--- config.mk ---
export PLATFORM = sky130hd
export DESIGN_NAME = sram_buffer_ctrl
export DESIGN_NICKNAME = d
export VERILOG_FILES = /design/src/rtl/sram_buffer_ctrl.sv
export SDC_FILE = /design/constraint.sdc
export NUM_CORES = 1
export LEC_CHECK = 0
export CELL_PAD_IN_SITES_DETAIL_PLACEMENT = 0
export CELL_PAD_IN_SITES_GLOBAL_PLACEMENT = 1
export CORE_AREA = 2 2 115 117
export CTS_CLUSTER_DIAMETER = 30
export DETAILED_ROUTE_END_ITERATION = 6
export DIE_AREA = 0 0 117 119
export DONT_BUFFER_PORTS = 1
export MAX_ROUTING_LAYER = met4
export PLACE_DENSITY_LB_ADDON = 0.1
export SETUP_SLACK_MARGIN = 0.15
export SYNTH_ARGS = -nofsm -noshare
export SYNTH_HDL_FRONTEND = slang
export SYNTH_SLANG_ARGS = --single-unit
--- constraint.sdc ---
create_clock -name clk -period 3.19 [get_ports clk]
set_clock_uncertainty 0.2 [all_clocks]
set_input_delay 0.4785 -clock clk [delete_from_list [all_inputs] [get_ports clk]]
set_output_delay 0.4785 -clock clk [all_outputs]
set_load 0.01 [all_outputs]
--- src/rtl/sram_buffer_ctrl.sv ---
// sram_buffer_ctrl: shares one single-port SRAM between a write requester
// and a burst read requester. Arbitration is per cycle and alternates fairly
// under contention. The controller drives the active-low strobes and the
// address, and tags each read beat with valid/last one cycle after issue.
module sram_buffer_ctrl #(
  parameter int ARR_WIDTH = 16,
  parameter int DEPTH     = 128
) (
  input  logic                   clk,
  input  logic                   reset_n,
  input  logic                   wr_valid,
  output logic                   wr_ready,
  input  logic [$clog2(DEPTH)-1:0] wr_addr,
  input  logic [ARR_WIDTH*8-1:0] wr_data,
  input  logic                   rd_start,
  input  logic [$clog2(DEPTH)-1:0] rd_base,
  input  logic [7:0]             rd_len,
  input  logic                   rd_pause,
  output logic                   rd_busy,
  output logic                   rd_done,
  output logic                   out_valid,
  output logic                   out_last,
  output logic                   sram_csb,
  output logic                   sram_web,
  output logic [$clog2(DEPTH)-1:0] sram_addr,
  output logic [ARR_WIDTH*8-1:0] sram_wdata
);

  localparam int AW = $clog2(DEPTH);

  // Side that won the most recent contended cycle.
  localparam logic LC_READ  = 1'b1;
  localparam logic LC_WRITE = 1'b0;

  typedef enum logic {IDLE, READ} state_e;

  state_e        state_q, state_d;
  logic [AW-1:0] rd_ptr_q, rd_ptr_d;
  logic [7:0]    issued_q, issued_d;
  logic [7:0]    len_q, len_d;
  logic          rv_q, rv_d;
  logic          rl_q, rl_d;
  logic          zdone_q, zdone_d;
  logic          last_cont_q, last_cont_d;

  logic rd_req, contended, wr_gnt, rd_gnt, start_ok;

  // Request/grant decode: a pending write only yields to reads when reads
  // did not win the previous contended cycle.
  always_comb begin
    rd_req    = (state_q == READ) && (issued_q < len_q) && !rd_pause;
    contended = rd_req && wr_valid;
    wr_ready  = !rd_req || (last_cont_q == LC_READ);
    wr_gnt    = wr_valid && wr_ready;
    rd_gnt    = rd_req && !wr_gnt;
    start_ok  = (state_q == IDLE) && rd_start;
  end

  // SRAM strobes and address; idle cycles park the address at zero.
  always_comb begin
    sram_csb   = 1'b1;
    sram_web   = 1'b1;
    sram_addr  = '0;
    sram_wdata = wr_data;
    if (wr_gnt) begin
      sram_csb  = 1'b0;
      sram_web  = 1'b0;
      sram_addr = wr_addr;
    end else if (rd_gnt) begin
      sram_csb  = 1'b0;
      sram_addr = rd_ptr_q;
    end
  end

  // Next-state for burst FSM, pointers, return pipe and fairness flag.
  always_comb begin
    state_d     = state_q;
    rd_ptr_d    = rd_ptr_q;
    issued_d    = issued_q;
    len_d       = len_q;
    last_cont_d = last_cont_q;
    zdone_d     = 1'b0;
    // Return pipe mirrors the SRAM's one-cycle read latency.
    rv_d        = rd_gnt;
    rl_d        = rd_gnt && (issued_q == len_q - 8'd1);

    if (contended)
      last_cont_d = rd_gnt ? LC_READ : LC_WRITE;

    if (rd_gnt) begin
      rd_ptr_d = rd_ptr_q + 1'b1;  // natural wrap at DEPTH
      issued_d = issued_q + 8'd1;
    end

    case (state_q)
      IDLE: begin
        if (start_ok) begin
          rd_ptr_d = rd_base;
          issued_d = 8'd0;
          len_d    = rd_len;
          if (rd_len == 8'd0) zdone_d = 1'b1;  // empty burst: done only
          else                state_d = READ;
        end
      end
      READ: begin
        // Burst ends once its final beat is on the output.
        if (rl_q) state_d = IDLE;
      end
      default: state_d = IDLE;
    endcase
  end

  // State registers with synchronous active-low reset.
  always_ff @(posedge clk) begin
    if (!reset_n) begin
      state_q     <= IDLE;
      rd_ptr_q    <= '0;
      issued_q    <= 8'd0;
      len_q       <= 8'd0;
      rv_q        <= 1'b0;
      rl_q        <= 1'b0;
      zdone_q     <= 1'b0;
      last_cont_q <= LC_READ;
    end else begin
      state_q     <= state_d;
      rd_ptr_q    <= rd_ptr_d;
      issued_q    <= issued_d;
      len_q       <= len_d;
      rv_q        <= rv_d;
      rl_q        <= rl_d;
      zdone_q     <= zdone_d;
      last_cont_q <= last_cont_d;
    end
  end

  // Status outputs derived from registered state.
  always_comb begin
    rd_busy   = (state_q == READ);
    out_valid = rv_q;
    out_last  = rl_q;
    rd_done   = rl_q || zdone_q;
  end

endmodule
==> impl_summary.txt <==
----------------------------------------------------
[Outcome]
  Status ... completed

[Worst setup path]
  Reg2Reg Capture Point ... issued_q[3]$_SDFF_PN0_
  Maximum single-stage delay on the critical path ... 0.39 ns
  Critical path peak fanout ... 16
  Type of the worst setup path ... reg -> out
  Master of the slowest instance on the critical path ... sky130_fd_sc_hd__or3_4
  Sequence of cells on the critical path ... inv_1 > ha_1 > nor2b_1 > o211ai_1 > a21oi_1 > buf_4 > buf_4 > or3_4
  R2R cell count ... 9
  R2R Setup Slk ... 0.73 ns
  Cell occurring most often along the worst timing path ... sky130_fd_sc_hd__buf_4
  Critical path launch point type ... register
  Worst endpoint required time ... 2.51 ns
  Reg2reg start ... len_q[1]$_SDFFE_PN0P_
  CP top delay family ... simple AND/OR/NAND/NOR gates
  Count of buffering cells on the critical path with inverters included ... 3
  Arr. time, crit path ... 2.19 ns
  Capturing element type of the critical path ... output pin

[Power]
  VDD IR max ... 0.188 mV
  Reported leakage power ... 0.794 nW
  Power density cells ... 401 nW/um^2

[Synthesis]
  Ranking of synthesized cells by area ... sky130_fd_sc_hd__buf_4, sky130_fd_sc_hd__dfxtp_1, sky130_fd_sc_hd__ha_1
  Most frequent cells after synthesis ... sky130_fd_sc_hd__buf_4, sky130_fd_sc_hd__nand2_1, sky130_fd_sc_hd__dfxtp_1, sky130_fd_sc_hd__o21ai_0
  Library cell with the highest instance count after synthesis ... sky130_fd_sc_hd__buf_4
  Post-synthesis async set-or-reset flop share ... 0%
  Post-synthesis cell type count ... 45
  Dominant combinational cell family by area after synthesis ... buffers and inverters
  Synthesis-stage register bit count ... 28
  Post-synthesis sequential area ratio ... 19.8%
  Area fraction in compound gates after synthesis ... 16.3%
  Mux share of post-synthesis cell area ... 0.709%
  Mapped Cells ... 366
  Synth Area in Adders ... 4.87%
  Synthesized-area fraction occupied by and/or/nand/nor cells ... 18.2%
  Mean area per synthesized cell ... 7.72 um^2
  Count of flip-flops with a built-in enable after synthesis ... 0
  Total of warnings raised by yosys ... 0
  Post-synth top flop ... sky130_fd_sc_hd__dfxtp_1
  Area share of the largest cell type after synthesis ... 34.0%
  Yosys top cell by area ... sky130_fd_sc_hd__buf_4
  Synthesized-area fraction occupied by xor and xnor cells ... 2.17%
  Synthesized net count ... 532
  Post-Syn Area ... 2820 um^2

[Worst hold path]
  Worst hold path type ... in -> reg
  Worst hold path stage count ... 1
  Terminating pin of the worst hold path ... last_cont_q$_SDFFE_PN1P_
  Hold Path Origin ... reset_n

[Drt]
  Detailed Route Iter0 Violations ... 77
  Number of design rule violations left after detail routing ... 0
  Vias post-DR ... 1874
  Number of nets still failing antenna checks after routing ... 0
  Drt pass-1 iters ... 4
  WL/cell ... 17.2 um
  Average vias per placed instance ... 4.45
  Post-detailed-routing wire length ... 7.23 mm

[Clocking]
  Clock root buffer ... sky130_fd_sc_hd__clkbuf_16
  CTS sink count ... 28
  CTS tree ... yes
  Maximum root-to-sink buffer count ... 2
  Post-CTS clock slew at the launch and capture registers of the worst setup and hold paths ... 0.08 ns
  CTS buffer count ... 3
  Latest clock arrival within the worst-skew pair ... 0.27 ns
  CTS H-Tree Depth ... 1

[Timing]
  Fin. Hold Viols ... 0
  Max-slew violation total from the final report ... 0
  Finish-stage setup viols ... 0
  Final worst path period share ... 90.0%
  Slew @ Worst Pin ... 0.636 ns
  Worst rel slew slack ... 57.6%
  Max Clock Freq ... 348 MHz
  Final worst path period need ... 2.87 ns
  Setup repair after global routing missed its margin ... no
  Sum of negative setup slack ... 0 ns

[Global route]
  Initial antenna violation count ... 0
  Remaining Overflow, GRT ... 0
  Pin count of the biggest net entering global routing ... 22
  Via count of the first global-routing pass ... 1892
  Global-route wire length before repair ... 11.2 mm
  GRT Total Usage ... 10.8%

[Die]
  Die ar. ... 13900 um^2
  Number of placement rows ... 42
  Die width ... 117 um
  Core Box Area ... 12900 um^2
  Initial standard-cell utilization of the core ... 21.9%
  Height of the die ... 119 um
  # IOs ... 297

[Cells and area]
  Count of placed standard cells in the final layout, fillers left out ... 421
  Fill cell count ... 1477
  Number of nets at the end of the flow ... 412
  Ant. Diodes ... 0
  Multi-input gate area in the final layout ... 1220 um^2
  Synth-to-Final Area Change ... -20.2%
  Proportion of layout cells with a drive suffix above 1 ... 11.8%
  FF+latch area ... 562 um^2

[Placed design]
  Number of placed instances with taps included ... 417
  I/O Buffers ... 0
  Placed wire-length estimate after detailed placement ... 5.51 mm
  Final weighted congestion of routability-driven global placement ... 0.680

[Run]
  # Max-Cap Violations ... 0

----------------------------------------------------
## flip-flops by register name, summed over array words and instances, names as in the netlist
signal / flops
out_last: 1
len_q: 8
zdone_q: 1
rd_ptr_q: 7
last_cont_q: 1
rd_busy: 1
issued_q: 8
out_valid: 1
## stage by stage
| stage | instance area (um^2) | setup WS (ns) | total power, mW | util (%) | hold slack, ns |
|---|---|---|---|---|---|
| floorplan | 2820 | 0.687 | 0.677 | - | 0.268 |
| global placement | 2140 | 0.346 | 0.575 | 16.6 | 0.288 |
| detailed placement | 2140 | 0.281 | 0.570 | 16.6 | 0.293 |
| CTS | 2230 | 0.186 | 0.923 | 17.3 | 0.0845 |
| global route | 2250 | 0.163 | 0.961 | 17.5 | 0.0890 |
| finish | 2250 | 0.319 | 0.904 | 17.5 | 0.0910 |
## worst max path at each step
stage	start	end	slack, ns	depth (start not counted)
6_report	len_q[1]$_SDFFE_PN0P_	wr_ready	0.32	8
5_1_grt	len_q[1]$_SDFFE_PN0P_	wr_ready	0.16	8
4_1_cts	len_q[1]$_SDFFE_PN0P_	sram_addr[5]	0.19	8
3_5_place_dp	len_q[1]$_SDFFE_PN0P_	sram_addr[5]	0.28	8
3_3_place_gp	len_q[1]$_SDFFE_PN0P_	sram_addr[6]	0.35	8
2_1_floorplan	len_q[1]$_SDFFE_PN0P_	sram_addr[1]	0.69	8
## area by class of cell
class | instances | area share, %
clock buffers | 4 | 3.94
repair buffers | 15 | 5.00
multi-input cells | 184 | 54.0
flip-flops and latches | 28 | 24.9
inverters | 14 | 2.33
well taps | 176 | 9.78
## where the power goes
group	switching (mW)	internal, mW
Clock	0.149	0.193
Combinational	0.108	0.0671
Sequential	0.0211	0.366
## kinds of logic after synthesis
| kind of cell | after synthesis |
|---|---|
| AOI/OAI and AO/OA | 68 |
| and+or+nand+nor | 96 |
| muxes | 2 |
| adders and majority gates | 11 |
| xor gates and xnor gates | 7 |
| DFF | 28 |
| buffers and inverters | 154 |
## cells in the final DEF, fill, tap and decap left out, types with 2 or more instances in the layout
master / n
sky130_fd_sc_hd__a21o_1: 2
sky130_fd_sc_hd__or4_1: 7
sky130_fd_sc_hd__o211ai_1: 2
sky130_fd_sc_hd__a211oi_1: 3
sky130_fd_sc_hd__nor4_1: 3
sky130_fd_sc_hd__and3_1: 3
sky130_fd_sc_hd__o21ai_0: 15
sky130_fd_sc_hd__a21boi_0: 8
sky130_fd_sc_hd__nand2_1: 29
sky130_fd_sc_hd__dfxtp_1: 27
sky130_fd_sc_hd__inv_1: 14
sky130_fd_sc_hd__mux2i_1: 2
sky130_fd_sc_hd__clkbuf_16: 3
sky130_fd_sc_hd__nand3_1: 10
sky130_fd_sc_hd__nand2b_1: 5
sky130_fd_sc_hd__and2_1: 2
sky130_fd_sc_hd__nor2b_1: 2
sky130_fd_sc_hd__buf_4: 15
sky130_fd_sc_hd__xor2_1: 2
sky130_fd_sc_hd__nor3b_1: 2
sky130_fd_sc_hd__nor3_1: 6
sky130_fd_sc_hd__ha_1: 11
sky130_fd_sc_hd__nand3b_1: 2
sky130_fd_sc_hd__a31oi_1: 6
sky130_fd_sc_hd__a21oi_1: 12
sky130_fd_sc_hd__nand4_1: 4
sky130_fd_sc_hd__a31o_2: 2
sky130_fd_sc_hd__xnor2_1: 5
sky130_fd_sc_hd__nor2_1: 13
sky130_fd_sc_hd__o31ai_1: 7
sky130_fd_sc_hd__a22o_1: 6
## routing by layer
metal	GRT usage, %	wire [um]	vias up
met5	-	0	-
met4	4.34	161	0
met3	2.29	382	36
met2	15.8	3380	52
met1	14.4	3310	903
li1	-	-	883
## timing repair
action                                  4_1_cts  5_1_grt
hold buffers                                  0        0
resized for setup                             1        5
pin swaps                                     1        1
setup buffers                                 0        0
endpoints found under the setup margin        6        8
Power figures use the tool's default switching activity.
